## config.mk

```make
export PLATFORM = sky130hd
export DESIGN_NAME = regs_wb_ctrl_flat
export DESIGN_NICKNAME = d
export VERILOG_FILES = /design/src/rtl/dlx_pkg.sv /design/src/rtl/regs_wb_ctrl_if.sv /design/src/rtl/regs_wb_ctrl_rr_arb2.sv /design/src/rtl/regs_wb_ctrl.sv /design/src/flat_wrapper.sv
export SDC_FILE = /design/constraint.sdc
export NUM_CORES = 1
export LEC_CHECK = 0
export ABC_AREA = 1
export CORE_MARGIN = 2
export CORE_UTILIZATION = 44
export CTS_CLUSTER_SIZE = 8
export DETAILED_ROUTE_END_ITERATION = 8
export GPL_TIMING_DRIVEN = 0
export PLACE_DENSITY = 0.89
export SLEW_MARGIN = 25
export SYNTH_ARGS = -nofsm -noshare
export SYNTH_HDL_FRONTEND = slang
export SYNTH_HIERARCHICAL = 1
export SYNTH_SLANG_ARGS = --single-unit
export TNS_END_PERCENT = 30
```

## constraint.sdc

```tcl
create_clock -name clk -period 1.9 [get_ports clk]
set_clock_uncertainty 0.1 [all_clocks]
set_input_delay 0.19 -clock clk [delete_from_list [all_inputs] [get_ports clk]]
set_output_delay 0.19 -clock clk [all_outputs]
set_load 0.1 [all_outputs]
```

## src/rtl/dlx_pkg.sv

```systemverilog
// Shared DLX constants and the write-back source encoding.
// Latency: n/a (declarations only).
// Backpressure: n/a.
package dlx_pkg;
  localparam int NREGS = 32;
  localparam int AW    = $clog2(NREGS);
  localparam int DW    = 32;

  // Write-back result sources that share the single regs write port.
  typedef enum logic {
    SRC_ALU = 1'b0,
    SRC_MEM = 1'b1
  } src_e;
endpackage

```

## src/rtl/regs_wb_ctrl_if.sv

```systemverilog
// Bundle of the issue, ALU-result, load-result and regs write-port signals.
// Latency: n/a (wiring only).
// Backpressure: iss_stall holds decode; alu_ready/mem_ready grant one result per cycle.
// Ports: slave = controller side, master = decode / execute / regs side.
interface regs_wb_ctrl_if;
  import dlx_pkg::*;

  logic          iss_valid;
  logic [AW-1:0] iss_rs1;
  logic [AW-1:0] iss_rs2;
  logic [AW-1:0] iss_rd;
  logic          iss_wr;
  logic          iss_stall;

  logic          alu_valid;
  logic [AW-1:0] alu_rd;
  logic [DW-1:0] alu_data;
  logic          alu_ready;

  logic          mem_valid;
  logic [AW-1:0] mem_rd;
  logic [DW-1:0] mem_data;
  logic          mem_ready;

  logic          WB;
  logic [AW-1:0] Rd;
  logic [DW-1:0] reg_s;

  modport slave (
    input  iss_valid, iss_rs1, iss_rs2, iss_rd, iss_wr,
    output iss_stall,
    input  alu_valid, alu_rd, alu_data,
    output alu_ready,
    input  mem_valid, mem_rd, mem_data,
    output mem_ready,
    output WB, Rd, reg_s
  );

  modport master (
    output iss_valid, iss_rs1, iss_rs2, iss_rd, iss_wr,
    input  iss_stall,
    output alu_valid, alu_rd, alu_data,
    input  alu_ready,
    output mem_valid, mem_rd, mem_data,
    input  mem_ready,
    input  WB, Rd, reg_s
  );
endinterface

```

## src/rtl/regs_wb_ctrl_rr_arb2.sv

```systemverilog
// Two-request round-robin arbiter between the ALU and MEM result sources.
// Latency: grant is combinational; rr_last updates at the edge, only on a conflict.
// Backpressure: the loser of a conflict gets no grant and must hold its request.
// Ports: clk, rst_n, req_alu/req_mem in, gnt_alu/gnt_mem out.
module rr_arb2
  import dlx_pkg::*;
(
  input  logic clk,
  input  logic rst_n,
  input  logic req_alu,
  input  logic req_mem,
  output logic gnt_alu,
  output logic gnt_mem
);

  src_e rr_last_q, rr_last_d;

  always_comb begin
    gnt_alu   = 1'b0;
    gnt_mem   = 1'b0;
    rr_last_d = rr_last_q;
    if (req_alu && req_mem) begin
      // Conflict: the source that lost last time wins now.
      if (rr_last_q == SRC_MEM) begin
        gnt_alu   = 1'b1;
        rr_last_d = SRC_ALU;
      end else begin
        gnt_mem   = 1'b1;
        rr_last_d = SRC_MEM;
      end
    end else begin
      gnt_alu = req_alu;
      gnt_mem = req_mem;
    end
  end

  // Reset to MEM so the first conflict after reset goes to the ALU.
  always_ff @(posedge clk or negedge rst_n) begin
    if (!rst_n) rr_last_q <= SRC_MEM;
    else        rr_last_q <= rr_last_d;
  end

endmodule

```

## src/rtl/regs_wb_ctrl.sv

```systemverilog
// Write-back controller: arbitrates ALU/MEM results onto the regs write port,
// keeps a per-register busy scoreboard and stalls issue on RAW/WAW hazards.
// Latency: grant in cycle N -> WB/Rd/reg_s in cycle N+1; stall is combinational.
// Backpressure: iss_stall holds decode; the ungranted result source sees ready=0.
// Ports: clk, rst_n, bus (regs_wb_ctrl_if.slave: iss_*, alu_*, mem_*, WB/Rd/reg_s).
module regs_wb_ctrl
  import dlx_pkg::*;
(
  input  logic           clk,
  input  logic           rst_n,
  regs_wb_ctrl_if.slave  bus
);

  logic [NREGS-1:0] busy_q, busy_d;
  logic             wb_q, wb_d;
  logic [AW-1:0]    rd_q, rd_d;
  logic [DW-1:0]    data_q, data_d;

  logic             gnt_alu, gnt_mem;
  logic             hz, accept;
  logic [AW-1:0]    win_rd;
  logic [DW-1:0]    win_data;

  rr_arb2 u_arb (
    .clk     (clk),
    .rst_n   (rst_n),
    .req_alu (bus.alu_valid),
    .req_mem (bus.mem_valid),
    .gnt_alu (gnt_alu),
    .gnt_mem (gnt_mem)
  );

  // r0 is hardwired to zero and must never report busy.
  function automatic logic is_busy(input logic [NREGS-1:0] b, input logic [AW-1:0] idx);
    return (idx != '0) && b[idx];
  endfunction

  always_comb begin
    hz = is_busy(busy_q, bus.iss_rs1) | is_busy(busy_q, bus.iss_rs2) |
         (bus.iss_wr & is_busy(busy_q, bus.iss_rd));
    bus.iss_stall = bus.iss_valid & hz;
    accept        = bus.iss_valid & ~hz;
    bus.alu_ready = gnt_alu;
    bus.mem_ready = gnt_mem;
  end

  always_comb begin
    win_rd   = gnt_mem ? bus.mem_rd   : bus.alu_rd;
    win_data = gnt_mem ? bus.mem_data : bus.alu_data;
    wb_d     = 1'b0;
    rd_d     = rd_q;
    data_d   = data_q;
    // A granted result for r0 is consumed but never written.
    if ((gnt_alu || gnt_mem) && win_rd != '0) begin
      wb_d   = 1'b1;
      rd_d   = win_rd;
      data_d = win_data;
    end
  end

  // Clear and set never collide on one index: a pending writer stalls WAW issue.
  always_comb begin
    busy_d = busy_q;
    if (wb_q) busy_d[rd_q] = 1'b0;
    if (accept && bus.iss_wr && bus.iss_rd != '0) busy_d[bus.iss_rd] = 1'b1;
  end

  always_ff @(posedge clk or negedge rst_n) begin
    if (!rst_n) begin
      busy_q <= '0;
      wb_q   <= 1'b0;
      rd_q   <= '0;
      data_q <= '0;
    end else begin
      busy_q <= busy_d;
      wb_q   <= wb_d;
      rd_q   <= rd_d;
      data_q <= data_d;
    end
  end

  assign bus.WB    = wb_q;
  assign bus.Rd    = rd_q;
  assign bus.reg_s = data_q;

endmodule
```

## src/flat_wrapper.sv

```systemverilog
// flat-port wrapper written by rule: the top's interface ports become plain ports
module regs_wb_ctrl_flat import dlx_pkg::*;
  (clk, rst_n, bus_iss_valid, bus_iss_rs1, bus_iss_rs2, bus_iss_rd, bus_iss_wr, bus_iss_stall, bus_alu_valid, bus_alu_rd, bus_alu_data, bus_alu_ready, bus_mem_valid, bus_mem_rd, bus_mem_data, bus_mem_ready, bus_WB, bus_Rd, bus_reg_s);
  regs_wb_ctrl_if bus_i ();
  input  logic clk;
  input  logic rst_n;
  input wire logic [$bits(bus_i.iss_valid)-1:0] bus_iss_valid;
  input wire logic [$bits(bus_i.iss_rs1)-1:0] bus_iss_rs1;
  input wire logic [$bits(bus_i.iss_rs2)-1:0] bus_iss_rs2;
  input wire logic [$bits(bus_i.iss_rd)-1:0] bus_iss_rd;
  input wire logic [$bits(bus_i.iss_wr)-1:0] bus_iss_wr;
  output wire logic [$bits(bus_i.iss_stall)-1:0] bus_iss_stall;
  input wire logic [$bits(bus_i.alu_valid)-1:0] bus_alu_valid;
  input wire logic [$bits(bus_i.alu_rd)-1:0] bus_alu_rd;
  input wire logic [$bits(bus_i.alu_data)-1:0] bus_alu_data;
  output wire logic [$bits(bus_i.alu_ready)-1:0] bus_alu_ready;
  input wire logic [$bits(bus_i.mem_valid)-1:0] bus_mem_valid;
  input wire logic [$bits(bus_i.mem_rd)-1:0] bus_mem_rd;
  input wire logic [$bits(bus_i.mem_data)-1:0] bus_mem_data;
  output wire logic [$bits(bus_i.mem_ready)-1:0] bus_mem_ready;
  output wire logic [$bits(bus_i.WB)-1:0] bus_WB;
  output wire logic [$bits(bus_i.Rd)-1:0] bus_Rd;
  output wire logic [$bits(bus_i.reg_s)-1:0] bus_reg_s;
  assign bus_i.iss_valid = bus_iss_valid;
  assign bus_i.iss_rs1 = bus_iss_rs1;
  assign bus_i.iss_rs2 = bus_iss_rs2;
  assign bus_i.iss_rd = bus_iss_rd;
  assign bus_i.iss_wr = bus_iss_wr;
  assign bus_iss_stall = bus_i.iss_stall;
  assign bus_i.alu_valid = bus_alu_valid;
  assign bus_i.alu_rd = bus_alu_rd;
  assign bus_i.alu_data = bus_alu_data;
  assign bus_alu_ready = bus_i.alu_ready;
  assign bus_i.mem_valid = bus_mem_valid;
  assign bus_i.mem_rd = bus_mem_rd;
  assign bus_i.mem_data = bus_mem_data;
  assign bus_mem_ready = bus_i.mem_ready;
  assign bus_WB = bus_i.WB;
  assign bus_Rd = bus_i.Rd;
  assign bus_reg_s = bus_i.reg_s;
  regs_wb_ctrl u_core (.clk(clk), .rst_n(rst_n), .bus(bus_i));
endmodule
```

==> summary.md, run 1 <==
| Metric | Value |
|---|---|
| Post-synth EDFFs | 0 |
| Final setup viols | 40 |
| Area Growth Syn to Fin | 43.8% |
| Most frequent cells after synthesis | nand2_1 (252), o21ai_0 (112), inv_1 (83) |
| Top-level I/O count | around 140 |
| Post-synthesis register bit count | between 70 and 80 |
| Initial antenna violation count | 0 |
| Power per Cell Area | between 1000 and 1500 nW/um2 |
| Netlist cell types | 28 |
| # fillers | approximately 850 |
| Vias per inst | between 5 and 6 |
| Antenna diodes | 0 |
| DP Worst Slack | -1.41 ns |
| Max-slew headroom | 0.325 |
| Leakage Power | 3.24 nW |
| Cell with the most instances after synthesis | nand2_1 |
| Synth Net Count | roughly 800 |
| Syn avg cell area | ~6.5 um2 |
| Final Hold Fails | 0 |
| Nets | between 900 and 1000 |
| PortBufs | approximately 130 |
| H-tree levels | 3 |
| Main combinational cell family by area after synthesis | simple AND/OR/NAND/NOR gates |
| Clock buffer depth | 2 |
| Fmax | approximately 0.43 GHz |
| Reg2Reg Depth | 11 |
| RSZ-0062 raised after global routing | yes |
| Total power | just under 8 mW |
| CP peak stage delay | approximately 0.54 ns |
| Routability congestion estimate | approximately 0.95 |
| Worst-path clk slew | 0.08 ns |
| Layout cells sized above 1 | 0.143 |
| CTS tree | yes |
| Mux cell area share after synthesis | 0.0112 |
| Iteration-0 DRC Markers | roughly 420 |
| Initial Util | 0.455 |
| Sequential-to-total area share from yosys stat | 0.379 |
| Synth top area share | 0.373 |
| Root Driver | clkbuf_8 |
| Clk sinks | 71 |
| Period utilization | 1.22 |
| Row count | 37 |
| Pre-antenna DRT Iters | 7 |
| R2R Setup Slk | -0.43 ns |
| Detail Route Antenna Nets | 0 |
| Area leader, netlist | dfrtp_1 |
| RR Endpoint | u_core/bus.reg_s[10] |
| Crit-path most repeated cell | buf_6 |
| Worst setup margin | -0.427 ns |
| Failing checks | setup timing |
| WP data arrival | between 2 and 2.5 ns |
| Vias in the first global route | 5220 |
| Cells after Synth | between 700 and 800 |
| Synth top area cells | dfrtp_1 (37%), nand2_1 (20%), o21ai_0 (12%) |
| Critical Path Slowest Stage Cell | dfstp_2 |
| Via count | 5489 |
| First-pass GRT wire length | ~25000 um |
| Hpwl dp | approximately 12000 um |
| CTS buffer count | 9 |
| Core area | around 10000 um2 |
| Worst vdd ir | 772 uV |
| Overflow after GRT | 0 |
| Die width | 107 um |
| Dpl cells | about 1000 |
| Non-filler instance count after layout | 1020 |
| Routed WL per cell | 15.2 um |
| Max-cap violations | 0 |
| Synth Area in XOR/XNOR | 0 |
| Mapped Area | 4700 um2 |
| Worst-Skew Late Latency | 0.35 ns |
| Ys flop type | dfrtp_1 |
| Max-slew violation count | 0 |
| CP startpoint kind | register |
| Setup Crit Path Kind | reg2reg |
| Fin crit period | ~2.3 ns |
| CP startpoint | u_core/u_arb/rr_last_q |
| Compound-gate portion of the synthesized area | 0.148 |
| CP required | ~2.0 ns |
| Synth warn | 6 |
| GR Util All Layers | 0.275 |
| Full die area | between 10000 and 15000 um2 |
| DRT Wirelength | 15500 um |
| DIE HEIGHT | 107 um |
| Status | finished, violations left |
| Cells along the critical path | inv_2 > nand3_4 > nand2_8 > buf_6 > mux2_2 > nor2_2 > nand4_1 > buf_6 > o21ai_4 > clkbuf_8 > o21ai_0 |
| Drt drc | 0 |
| Worst R2R Start | u_core/u_arb/rr_last_q |
| Tightest Pin Transition | 1.02 ns |
| Post-synthesis simple-gate area fraction | 0.341 |
| Largest net degree at the start of global routing | 43 |
| Hold WC Path Type | in2async |
| CP endpoint | u_core/bus.reg_s[10] |
| Crit path max fanout | 8 |
| Crit path capture type | register |
| Ys async rst share | 1.00 |
| Synth Area in Adders | 0 |
==> routing by layer <==
layer | global-route usage | vias to the layer above | share of wire | wire length (um)
met5 | 0 | - | 0 | 0
met4 | 0.111 | 0 | 0.029 | 448
met3 | 0.0533 | 41 | 0.099 | 1540
met2 | 0.473 | 335 | 0.49 | 7550
met1 | 0.339 | 2478 | 0.39 | 5990
li1 | - | 2635 | - | -
==> kinds of logic after synthesis <==
family,after synthesis
compound gates,131
buf+inv,125
flops,71
mux,5
simple gates,385
==> power breakdown <==
part	switching (mW)	total (mW)	internal (mW)	leakage, nW
clock network	0.584	1.20	0.613	0.0933
registers	0.538	2.57	2.03	0.841
logic	2.81	4.06	1.25	2.31
==> flip-flops by register name, indices dropped and copies added, names as in the netlist <==
register,count
u_core/u_arb/rr_last_q,1
u_core/bus.WB,1
u_core/bus.Rd,5
u_core/busy_q,32
u_core/bus.reg_s,32
==> metrics by stage <==
step / cell area, um2 / hold WS (ns) / TNS (ns) / utilization
4_1_cts: 6640 / 0.203 / -12.29 / 0.643
3_3_place_gp: 6300 / 0.362 / -164.80 / 0.610
6_report: 6750 / 0.214 / -13.17 / 0.654
2_1_floorplan: 4810 / -0.206 / -8.27 / -
5_1_grt: 6750 / 0.235 / -18.83 / 0.654
3_5_place_dp: 6310 / 0.0400 / -42.22 / 0.612
==> how the worst min path moves through the flow <==
stage / start / end
after CTS: rst_n / u_core/bus.reg_s[6]
after floorplan: rst_n / u_core/bus.Rd[0]
after detailed placement: rst_n / u_core/bus.reg_s[6]
final: rst_n / u_core/bus.reg_s[6]
after global routing: rst_n / u_core/bus.reg_s[28]
after global placement: u_core/u_arb/rr_last_q / u_core/u_arb/rr_last_q
==> worst max-delay path: cells and delay by family, from the launching register on <==
family / cells / cell delay (ns)
buffers and inverters: 4 / 0.60
flip-flops: 1 / 0.54
AND/OR/NAND/NOR: 4 / 0.38
multiplexers: 1 / 0.30
AO/OA/AOI/OAI: 2 / 0.26
==> layout by cell type, fill, tap and decap left out, types with 3 or more instances in the layout <==
cell | netlist | layout
buf_4 | 3 | 13
clkbuf_8 | 0 | 10
inv_1 | 83 | 74
nor3_1 | 9 | 4
o211ai_1 | 10 | 10
clkbuf_2 | 3 | 12
nor2_2 | 2 | 4
nor2_1 | 48 | 46
o21ai_0 | 112 | 104
clkdlybuf4s15_1 | 0 | 10
buf_8 | 0 | 6
clkdlybuf4s15_2 | 0 | 6
nand3_1 | 40 | 39
nand4_1 | 32 | 32
inv_2 | 4 | 13
clkdlybuf4s50_1 | 0 | 82
dfrtp_1 | 70 | 69
buf_2 | 14 | 5
clkinv_2 | 0 | 3
buf_6 | 9 | 24
clkbuf_1 | 7 | 7
o21ai_1 | 2 | 8
nand2_1 | 252 | 249
nor3_2 | 0 | 5
dlygate4sd2_1 | 0 | 17
==> timing repair <==
item / CTS / global route
hold endpoints to repair: 29 / 0
resized for setup: 103 / 70
pin swaps: 3 / 13
setup buffers: 3 / 10
cloned: 5 / 0
hold buffers: 1 / 0
setup endpoints to repair: 109 / 92
==> cell type report <==
cell class | count | area [um2] | share of cell area
Buffer | 36 | 339 | 0.0502
Clock buffer | 10 | 128 | 0.0189
Clock inverter | 6 | 67.6 | 0.0100
Inverter | 89 | 337 | 0.0499
Multi-Input combinational cell | 522 | 2490 | 0.369
Sequential cell | 71 | 1780 | 0.264
Tap cell | 136 | 170 | 0.0252
Timing Repair Buffer | 150 | 1440 | 0.213
No activity file was read; power rests on OpenSTA's default activity.
==> inputs of run 2 (changes only) <==
--- a/config.mk
+++ b/config.mk
@@ -8,6 +8,7 @@
 export ABC_AREA = 1
 export CORE_MARGIN = 2
 export CORE_UTILIZATION = 44
+export CTS_CLUSTER_DIAMETER = 50
 export CTS_CLUSTER_SIZE = 8
 export DETAILED_ROUTE_END_ITERATION = 8
 export GPL_TIMING_DRIVEN = 0
==> results of run 2 <==
Final layout, timing and power as in run 1 (identical DEF).
==> inputs of run 3 (changes only) <==
--- a/config.mk
+++ b/config.mk
@@ -13,6 +13,7 @@
 export DETAILED_ROUTE_END_ITERATION = 8
 export GPL_TIMING_DRIVEN = 0
 export PLACE_DENSITY = 0.89
+export SKIP_LAST_GASP = 1
 export SLEW_MARGIN = 25
 export SYNTH_ARGS = -nofsm -noshare
 export SYNTH_HDL_FRONTEND = slang
==> run 3 against run 2 <==
  * Design area up 2.7%
  * Critical path depth up 1
  * Global-route usage up 0.16 points
  * Sequential share of layout area down 0.68 points
  * Non-clock buffer count up 1
  * Critical path type unchanged
  * The run still ends with setup timing left
  * Combinational power up 5%
  * Clock power about the same
==> summary.md, run 3 (synthesis gave the netlist of run 1 again) <==
| Metric | Value |
|---|---|
| Setup Crit Path Kind | reg2reg |
| Row count | 37 |
| Failing checks | setup timing |
| H-tree levels | 3 |
| Max-cap violations | 0 |
| Antenna diodes | 0 |
| Top-level I/O count | between 100 and 150 |
| Share of power burned in registers | 0.320 |
| Full die area | ~12000 um2 |
| Area Growth Syn to Fin | 47.6% |
| Switching Power | around 4 mW |
| Crit-path most repeated cell | buf_6 |
| Crit path capture type | register |
| Core area | 10300 um2 |
| Worst-path clk slew | around 0.08 ns |
| Cells along the critical path | inv_4 > nand3_4 > nand2_8 > buf_8 > mux2_4 > nor2_2 > nand4_1 > buf_6 > o21ai_4 > buf_6 > nand2_2 > o21ai_2 |
| Delay-heaviest family, CP | buffers and inverters |
| Period utilization | 1.22 |
| CP startpoint kind | register |
| Clock buffer depth | 2 |
| Worst vdd ir | about 810 uV |
| Nets | roughly 1000 |
| Met3 WL | approximately 1500 um |
| Max-slew headroom | 0.302 |
| Worst-Skew Late Latency | 0.35 ns |
| Status | finished, violations left |
| Worst setup margin | -0.417 ns |
| Hold slack final | 0.101 ns |
| Tightest Pin Transition | between 1 and 1.5 ns |
| Largest net degree at the start of global routing | 43 |
| WL met1 | just over 6000 um |
| First-pass GRT wire length | 25000 um |
| Drt drc | 0 |
| Uppermost layer routed | met4 |
| Hold WC Path Type | in2reg |
| Initial Util | 0.455 |
| PortBufs | roughly 130 |
| Crit path max fanout | 8 |
| Setup TNS | -23.69 ns |
| Vias in the first global route | about 5200 |
| GR Util All Layers | 0.277 |
| CP peak stage delay | between 0.5 and 0.6 ns |
| Detail Route Antenna Nets | 0 |
| CTS buffer count | 9 |
| Met2 WL | 7890 um |
| Routed WL per cell | about 16 um |
| Int Pwr | 4.02 mW |
| WP data arrival | 2.49 ns |
| CTS tree | yes |
| Most frequent cells in the layout | nand2_1 (240), clkdlybuf4s50_1 (114), inv_1 (77) |
| Fin crit period | between 2 and 2.5 ns |
| Max-slew violation count | 0 |
| Clk sinks | ~70 |
| Clock Power Share | 0.151 |
| CP required | between 2 and 2.5 ns |
| Switching part of the total | 0.500 |
| Critical Path Slowest Stage Cell | dfstp_2 |
| DIE HEIGHT | 107 um |
| Overflow after GRT | 0 |
| Root Driver | clkbuf_8 |
| Fmax | between 0.4 and 0.5 GHz |
| Final setup viols | 105 |
| Combinational Power Share | 0.529 |
| Iteration-0 DRC Markers | 460 |
| Total power | 8.04 mW |
| CP Buf/Inv Count | 4 |
| Power per Cell Area | roughly 1200 nW/um2 |
| Routability congestion estimate | between 0.9 and 1 |
| RSZ-0062 raised after global routing | yes |
| Initial antenna violation count | 0 |
| Final Hold Fails | 0 |
| Die width | approximately 110 um |
| Leakage Power | ~3.3 nW |
| Vias per inst | 5.36 |
| Hpwl dp | between 10000 and 15000 um |
| Pre-antenna DRT Iters | 5 |
| # fillers | 793 |
| DRT Wirelength | 16000 um |
| Commonest non-fill, non-tap cell in the layout | nand2_1 |
| Via count | 5477 |
| Layout cells sized above 1 | 0.162 |
run 3: per-layer routing:
metal / global-route usage / up-vias
li1: - / 2641
met1: 0.342 / 2498
met2: 0.478 / 298
met3: 0.0563 / 40
met4: 0.100 / 0
met5: 0 / -
run 3: cell type report:
type / count / area, um2 / share of cell area
Clock buffer: 10 / 128 / 0.0184
Tap cell: 136 / 170 / 0.0245
Buffer: 36 / 318 / 0.0458
Inverter: 89 / 343 / 0.0495
Sequential cell: 71 / 1780 / 0.257
Clock inverter: 6 / 67.6 / 0.00975
Timing Repair Buffer: 151 / 1510 / 0.218
Multi-Input combinational cell: 522 / 2620 / 0.377
run 3: worst reg2reg max path, delay by kind of cell, from the launching register on:
family / cells / cell delay [ns]
flip-flops: 1 / 0.56
AND/OR/NAND/NOR: 5 / 0.44
multiplexers: 1 / 0.32
buffers and inverters: 4 / 0.57
AO/OA/AOI/OAI: 2 / 0.26
run 3: repair_timing:
item / in CTS / in global routing
setup buffers: 3 / 10
gates cloned: 5 / 1
hold endpoints to repair: 29 / 0
hold buffers: 1 / 0
resized for setup: 50 / 104
pin swaps: 3 / 12
endpoints found under the setup margin: 109 / 106
run 3: metrics by stage:
stage	instance area, um2	std cells	utilization	setup WS (ns)
CTS	6660	1010	0.645	-0.337
floorplan	4810	717	-	-0.222
global route	6930	1021	0.671	-0.476
global placement	6300	984	0.610	-1.77
detailed placement	6310	985	0.612	-1.41
finish	6930	1021	0.671	-0.417
run 3: final timing paths:
kind                                   startpoint                      to  slack [ns]  depth (start not counted)
setup / recovery           u_core/u_arb/rr_last_q        u_core/bus.Rd[0]       -0.42                         12
hold / removal                      bus_alu_valid  u_core/u_arb/rr_last_q        0.10                          4
setup reg to reg           u_core/u_arb/rr_last_q        u_core/bus.Rd[0]       -0.42                         12
hold reg to reg              u_core/bus.reg_s[17]    u_core/bus.reg_s[17]        0.39                          2
max in group asynchronous                   rst_n  u_core/u_arb/rr_last_q        0.89                          3
min in group asynchronous                   rst_n     u_core/bus.reg_s[6]        0.21                          2
run 3: power groups by stage:
stage | logic [mW] | registers, mW | clock network [mW]
final | 4.25 | 2.57 | 1.21
after global routing | 4.56 | 2.63 | 1.29
after CTS | 3.88 | 2.53 | 1.21
after detailed placement | 3.81 | 2.55 | 0
after global placement | 3.74 | 2.53 | 0
after floorplan | 1.51 | 3.66 | 0
